File: config.mk
export PLATFORM = sky130hd
export DESIGN_NAME = aes_dec_arbiter
export DESIGN_NICKNAME = d
export VERILOG_FILES = /design/src/rtl/aes_dec_arbiter.sv
export SDC_FILE = /design/constraint.sdc
export NUM_CORES = 1
export LEC_CHECK = 0
export CAP_MARGIN = 20
export CORE_AREA = 2 2 304 306
export CTS_BUF_LIST = sky130_fd_sc_hd__clkbuf_16
export DETAILED_ROUTE_END_ITERATION = 16
export DIE_AREA = 0 0 306 308
export PLACE_DENSITY = 0.48
export SYNTH_ARGS = -nofsm -noshare
export SYNTH_HDL_FRONTEND = slang
export SYNTH_SLANG_ARGS = --single-unit
export TNS_END_PERCENT = 20
File: constraint.sdc
create_clock -name clk -period 34.3 [get_ports clk]
set_clock_uncertainty 0.1 [all_clocks]
set_input_delay 6.86 -clock clk [delete_from_list [all_inputs] [get_ports clk]]
set_output_delay 6.86 -clock clk [all_outputs]
set_load 0.005 [all_outputs]
File: src/rtl/aes_dec_arbiter.sv
// Two-requester front end sharing one AES decipher core.
// Define AES_DEC_ARB_FIXED_PRIO_EN for fixed priority (req0 wins ties).
module aes_dec_arbiter #(
  parameter int BLOCK_W = 128
) (
  input  logic               clk,
  input  logic               rst,

  input  logic               req0_valid,
  input  logic               req0_keylen,
  input  logic [BLOCK_W-1:0] req0_block,
  output logic               req0_ready,
  output logic               resp0_valid,
  output logic [BLOCK_W-1:0] resp0_block,
  input  logic               resp0_ready,

  input  logic               req1_valid,
  input  logic               req1_keylen,
  input  logic [BLOCK_W-1:0] req1_block,
  output logic               req1_ready,
  output logic               resp1_valid,
  output logic [BLOCK_W-1:0] resp1_block,
  input  logic               resp1_ready,

  output logic               core_next,
  output logic               core_keylen,
  output logic [BLOCK_W-1:0] core_block,
  input  logic [BLOCK_W-1:0] core_new_block,
  input  logic               core_ready,

  output logic               key_sel,
  output logic               busy
);

  localparam logic [1:0] IDLE  = 2'd0;
  localparam logic [1:0] START = 2'd1;
  localparam logic [1:0] WAIT  = 2'd2;
  localparam logic [1:0] RESP  = 2'd3;

  typedef struct packed {
    logic               keylen;
    logic [BLOCK_W-1:0] block;
  } req_t;

  logic [1:0] state;
  logic [1:0] state_nxt;
  logic       any_req;
  logic       pick;
  logic       accept;
  logic       capture;
  logic       resp_hs;
  req_t       req_sel;

`ifdef AES_DEC_ARB_FIXED_PRIO_EN
  always_comb begin
    pick = ~req0_valid;
  end
`else
  // last_gnt resets to 1 so the first tie goes to requester 0
  logic last_gnt;

  always_comb begin
    if (req0_valid && req1_valid)
      pick = ~last_gnt;
    else
      pick = req1_valid;
  end

  always_ff @(posedge clk or posedge rst) begin
    if (rst)
      last_gnt <= 1'b1;
    else if (resp_hs)
      last_gnt <= key_sel;
  end
`endif

  assign any_req = req0_valid | req1_valid;
  assign accept  = (state == IDLE) & any_req;
  assign capture = (state == WAIT) & core_ready;
  assign resp_hs = (state == RESP) &
                   (key_sel ? resp1_ready : resp0_ready);

  assign req0_ready  = accept & ~pick;
  assign req1_ready  = accept & pick;
  assign core_next   = (state == START);
  assign busy        = (state != IDLE);
  assign resp0_valid = (state == RESP) & ~key_sel;
  assign resp1_valid = (state == RESP) & key_sel;

  always_comb begin
    if (pick)
      req_sel = '{keylen: req1_keylen, block: req1_block};
    else
      req_sel = '{keylen: req0_keylen, block: req0_block};
  end

  always_comb begin
    state_nxt = state;
    unique case (1'b1)
      (state == IDLE):  if (any_req) state_nxt = START;
      (state == START): state_nxt = WAIT;
      (state == WAIT):  if (core_ready) state_nxt = RESP;
      (state == RESP):  if (resp_hs) state_nxt = IDLE;
      default:          state_nxt = IDLE;
    endcase
  end

  always_ff @(posedge clk or posedge rst) begin
    if (rst)
      state <= IDLE;
    else
      state <= state_nxt;
  end

  // Core operands only move on accept, so they stay stable through WAIT
  always_ff @(posedge clk or posedge rst) begin
    if (rst) begin
      core_block  <= '0;
      core_keylen <= 1'b0;
      key_sel     <= 1'b0;
    end else if (accept) begin
      core_block  <= req_sel.block;
      core_keylen <= req_sel.keylen;
      key_sel     <= pick;
    end
  end

  always_ff @(posedge clk or posedge rst) begin
    if (rst)
      resp0_block <= '0;
    else if (capture && !key_sel)
      resp0_block <= core_new_block;
  end

  always_ff @(posedge clk or posedge rst) begin
    if (rst)
      resp1_block <= '0;
    else if (capture && key_sel)
      resp1_block <= core_new_block;
  end

endmodule

; Word level (Yosys, flattened, before mapping)
; Cells that the tools add are included.
[op_classes]
n_eq_ne = 6
mux = 7
n_bitwise = 11
reduce_logical = 7
[ops]
columns = op, count
row1 = two-way mux 129 bit, 1
row2 = one-hot mux 2 bit (4 select lines), 1
row3 = AND 1 bit, 7
row4 = two-way mux 2 bit, 3
row5 = "inequality test 2 bit, second input constant", 3
row6 = "== test 2 bit, second input constant", 2
row7 = logical AND 1 bit, 3
row8 = NOT 1 bit, 3
row9 = AND reduction 3 bit, 1
row10 = "== test 2 x 1 -> 1 bit, second input constant", 1
row11 = zero test 2 bit, 1
row12 = two-way mux 1 bit, 2
row13 = nonzero test 2 bit, 1
row14 = zero test 1 bit, 1
row15 = bitwise OR 1 bit, 1
[word_totals]
ff_bits = 389
inputBits = 393
out_inout_bits = 392
elab_cells = 38

; Depth between registers and ports, before layout
[logic_depth]
word_depth = 4
mapped_depth = 8
mapped_depth_nobuf = 5

; Least setup slack after synthesis
; Ideal clock, no wire load.
[synth_timing]
kind = input to output
startpoint = in req1_valid
endpoint = out req1_ready
t_arrival_ns = 7.399
required_ns = 27.340
setup_slack_ns = 19.941
cell_stages = 3
n_path_buf = 1
cell_sequence = a21bo_2 > nor2_2 > buf_2
[synth_via]
elab_chain_cells = 3
word_cells_on_any_way = 5
cone_classes = mux (1) / bitwise (3) / reduce/logical (1)
[synth_rtl]
columns = item, line
row1 = "start, declared", 17  ; input logic req1_valid,
row2 = bitwise OR 1 bit or logical AND 1 bit (tied branches), "77, 63"
row3 = AND 1 bit or two-way mux 1 bit (tied branches), "78, 63"
row4 = AND 1 bit (*), 84  ; assign req1_ready = accept & pick;
row5 = "end, declared", 20  ; output logic req1_ready,
; Every way passes the cells marked *; elsewhere a longest branch is shown, timed or not.

; Final worst setup path
[layout_timing]
startpoint = in req0_valid
endpoint = out req0_ready
[layout_via]
elab_chain_cells = 4
word_cells_on_any_way = 6
cone_classes = mux (1) / bitwise (4) / reduce/logical (1)
[layout_rtl]
columns = item, line
row1 = "start, declared", 9  ; input logic req0_valid,
row2 = logical AND 1 bit, 63  ; if (req0_valid && req1_valid)
row3 = two-way mux 1 bit, 63
row4 = NOT 1 bit, 83  ; assign req0_ready = accept & ~pick;
row5 = AND 1 bit (*), 83
row6 = "end, declared", 12  ; output logic req0_ready,
; Marked as above.

==> reports/results.txt <==
Status: completed
Peak supply drop: 0.03280 mV
Starting DRT DRC Count: 391
I/O pin total: 785
Buf/Inv on CP: 2
Site row count: 111
Drt wl/cell: 19.53 um
Most common cell after layout, fill and taps aside: clkdlybuf4s50_1
Crit end category: output pin
Worst EP required: 27.34 ns
Worst path top cell family by delay: buffers and inverters
Gr usage total: 12.11%
Crit Reg-Reg Startpoint: state[0]
Type of the worst min-delay path: flop to flop
CP dominant cell by count: clkdlybuf4s50_1
Clock Tree Root: clkbuf_16
R2R setup slack: 31.04 ns
DPL Wire Length: 44580 um
Final wirelength: 59260 um
Met1 Use GR: 13.17%
Layout fillers: 9273
Via density per instance: 3.889
Drt pass-1 iters: 4
Crit path cell chain: clkdlybuf4s50_1 -> nand2_1 -> a21oi_4 -> clkdlybuf4s50_1
H-tree depth: 2
Post-CTS Setup Bufs: 0
Busiest layer in global routing: met2
Worst-Margin Slew: 1.195 ns
Initial antenna violation count: 15
Max Slew Vio Count: 0
Clock Latency Late Sink: 0.57 ns
Mapped cell area: 0.01557 mm^2
Reg-to-Reg End: resp1_block[48]
Register area share after synthesis: 62.52%
Clock Pin Slew Worst Setup and Hold Paths: 0.06 ns
Die height: 308 um
Initial core utilization: 17.12%
Synth cell types: 27
Antenna-violating nets left: 0
Crit Path Class: input pin to output pin
Mapped Nets: 1431
Die W: 306 um
R2R cell count: 6
Max-cap check violation count: 0
Worst path slowest cell: clkdlybuf4s50_1
Delay of the slowest critical-path stage: 0.68 ns
Largest net degree at the start of global routing: 129
Crit path DAT: 9.00 ns
Levels on crit path: 4
WHS Path Cells: 2
Cell count after placement: 2944
Clock sink count: 389
FMAX: 62.64 MHz
Setup WS post-layout: 18.34 ns
DRC Markers: 0
CP Max Fanout: 25
Total Nets Final: 2207
Port buffer count: 784
GRT overflow: 0
PostCTS Resize Cnt: 0
Max clock buf depth: 3
CTS tree: built
Pre-CTS WS: 18.29 ns
P_leak: 0.01070 uW
TritonCTS Buffers: 47
First-pass GRT wire length: 86190 um
Power density cells: 89.10 mW/mm^2
Critical Path Start Type: input pin
Hold EP: core_block[113]
Full die area: 0.09425 mm^2
Met2 track demand over resource: 21.55%
Non-filler cells in the finished layout: 3035
Core ar.: 0.09097 mm^2
Met3 global-route usage: 4.989%
GPL Wtd Cong: 0.7790
Syn Area/Cell: 15.07 um^2
Final Hold Viols: 0
Fin crit period: 15.96 ns
Seq cells post-synth: 389
Vias: 11800
Fin Setup TNS: 0 ns
Setup violators final: 0
Warnings, synthesis: 0
Cts hold-fix bufs: 0
HP Start: core_block[113]
Area Overhead vs Synth: 67.12%
Vias in the first global route: 12920
Synthesized instance count: 1033
Period utilization: 46.55%
Final Instance Area: 0.02602 mm^2
Worst slew margin: 20.31%
DP Area: 0.02448 mm^2
RSZ-0062 raised after global routing: false
Share of cells above drive strength 1: 18.59%
Most frequent cells in the layout: clkdlybuf4s50_1, dfrtp_1, mux2_2, a221o_1, and2_1
==> worst reg2reg max path, stage by stage, from the launching register on <==
cell,delay [ns]
dfrtp_1,0.37
inv_1,0.10
ha_1,0.30
nand3_4,0.08
buf_4,0.68
buf_4,1.02
mux2_2,0.50
==> power by group <==
group | switching [uW] | total [uW] | internal [uW] | leakage (uW)
clock | 203 | 483 | 280 | 0.000767
sequential | 124 | 815 | 692 | 0.00469
combinational | 355 | 1020 | 665 | 0.00524
total | 682 | 2320 | 1640 | 0.0107
==> final cells by class <==
type                            instances  area, um^2  share of cell area [%]
Clock buffer                           47        1176                   4.520
Clock inverter                         38       304.0                   1.168
Timing Repair Buffer                  797        7990                   30.70
Antenna cell                            4       10.01                 0.03847
Multi-Input combinational cell        568        5293                   20.34
Tap cell                             1186        1484                   5.702
Inverter                                6       30.03                  0.1154
Sequential cell                       389        9736                   37.41
==> Yosys cell counts (all sizes together) <==
library cell    n  area [um^2]
nand3           1        5.000
and2          101        631.9
a221o         100         1001
nand2          31        116.4
mux2i          31        310.3
a21bo           1        10.01
a21oi           3        15.01
nor2            2        10.01
dfstp           1        26.28
buf            58        511.7
dfrtp         388         9709
clkbuf         12        45.04
nor3b           1        7.510
inv             6        22.52
ha              5        62.56
o21ai          30        153.9
o32ai           1        8.760
mux2          257         2894
nor2b           1        6.260
a21o            1        7.510
a221oi          1        8.760
nand3b          1        7.510
==> kinds of logic after synthesis <==
family	share of synthesized area, %
flip-flops	62.52
AND/OR/NAND/NOR	5.038
adder cells (fa/ha/maj)	0.4018
buffers and inverters	3.720
AO/OA/AOI/OAI	7.738
multiplexers	20.58
==> routing by layer <==
layer / share of wire [%] / wire, um / up-vias
met5: 0.15 / 90 / -
li1: - / - / 5324
met1: 37 / 22200 / 5870
met4: 2.3 / 1343 / 14
met3: 9.7 / 5743 / 87
met2: 50 / 29880 / 508
==> state kept, by name (all words and copies together), names as in the netlist <==
register / count
core_block: 128
core_keylen: 1
key_sel: 1
last_gnt: 1
resp0_block: 128
resp1_block: 128
state: 2
==> metrics by stage <==
stage | power (uW) | hold slack [ns] | utilization [%]
2_1_floorplan | 1210 | 0.3733 | -
3_3_place_gp | 1838 | 0.3684 | 26.92
3_5_place_dp | 1854 | 0.3732 | 26.92
4_1_cts | 2359 | 0.3872 | 28.54
5_1_grt | 2463 | 0.4099 | 28.60
6_report | 2319 | 0.3814 | 28.61
==> worst max-delay path by stage <==
stage,from,end,slack [ns]
floorplan,rst,core_block[0],16.53
global placement,req0_valid,req0_ready,18.30
detailed placement,req0_valid,req0_ready,18.29
CTS,req0_valid,req0_ready,18.28
global route,req0_valid,req0_ready,18.20
finish,req0_valid,req0_ready,18.34
Power figures use the tool's default switching activity.
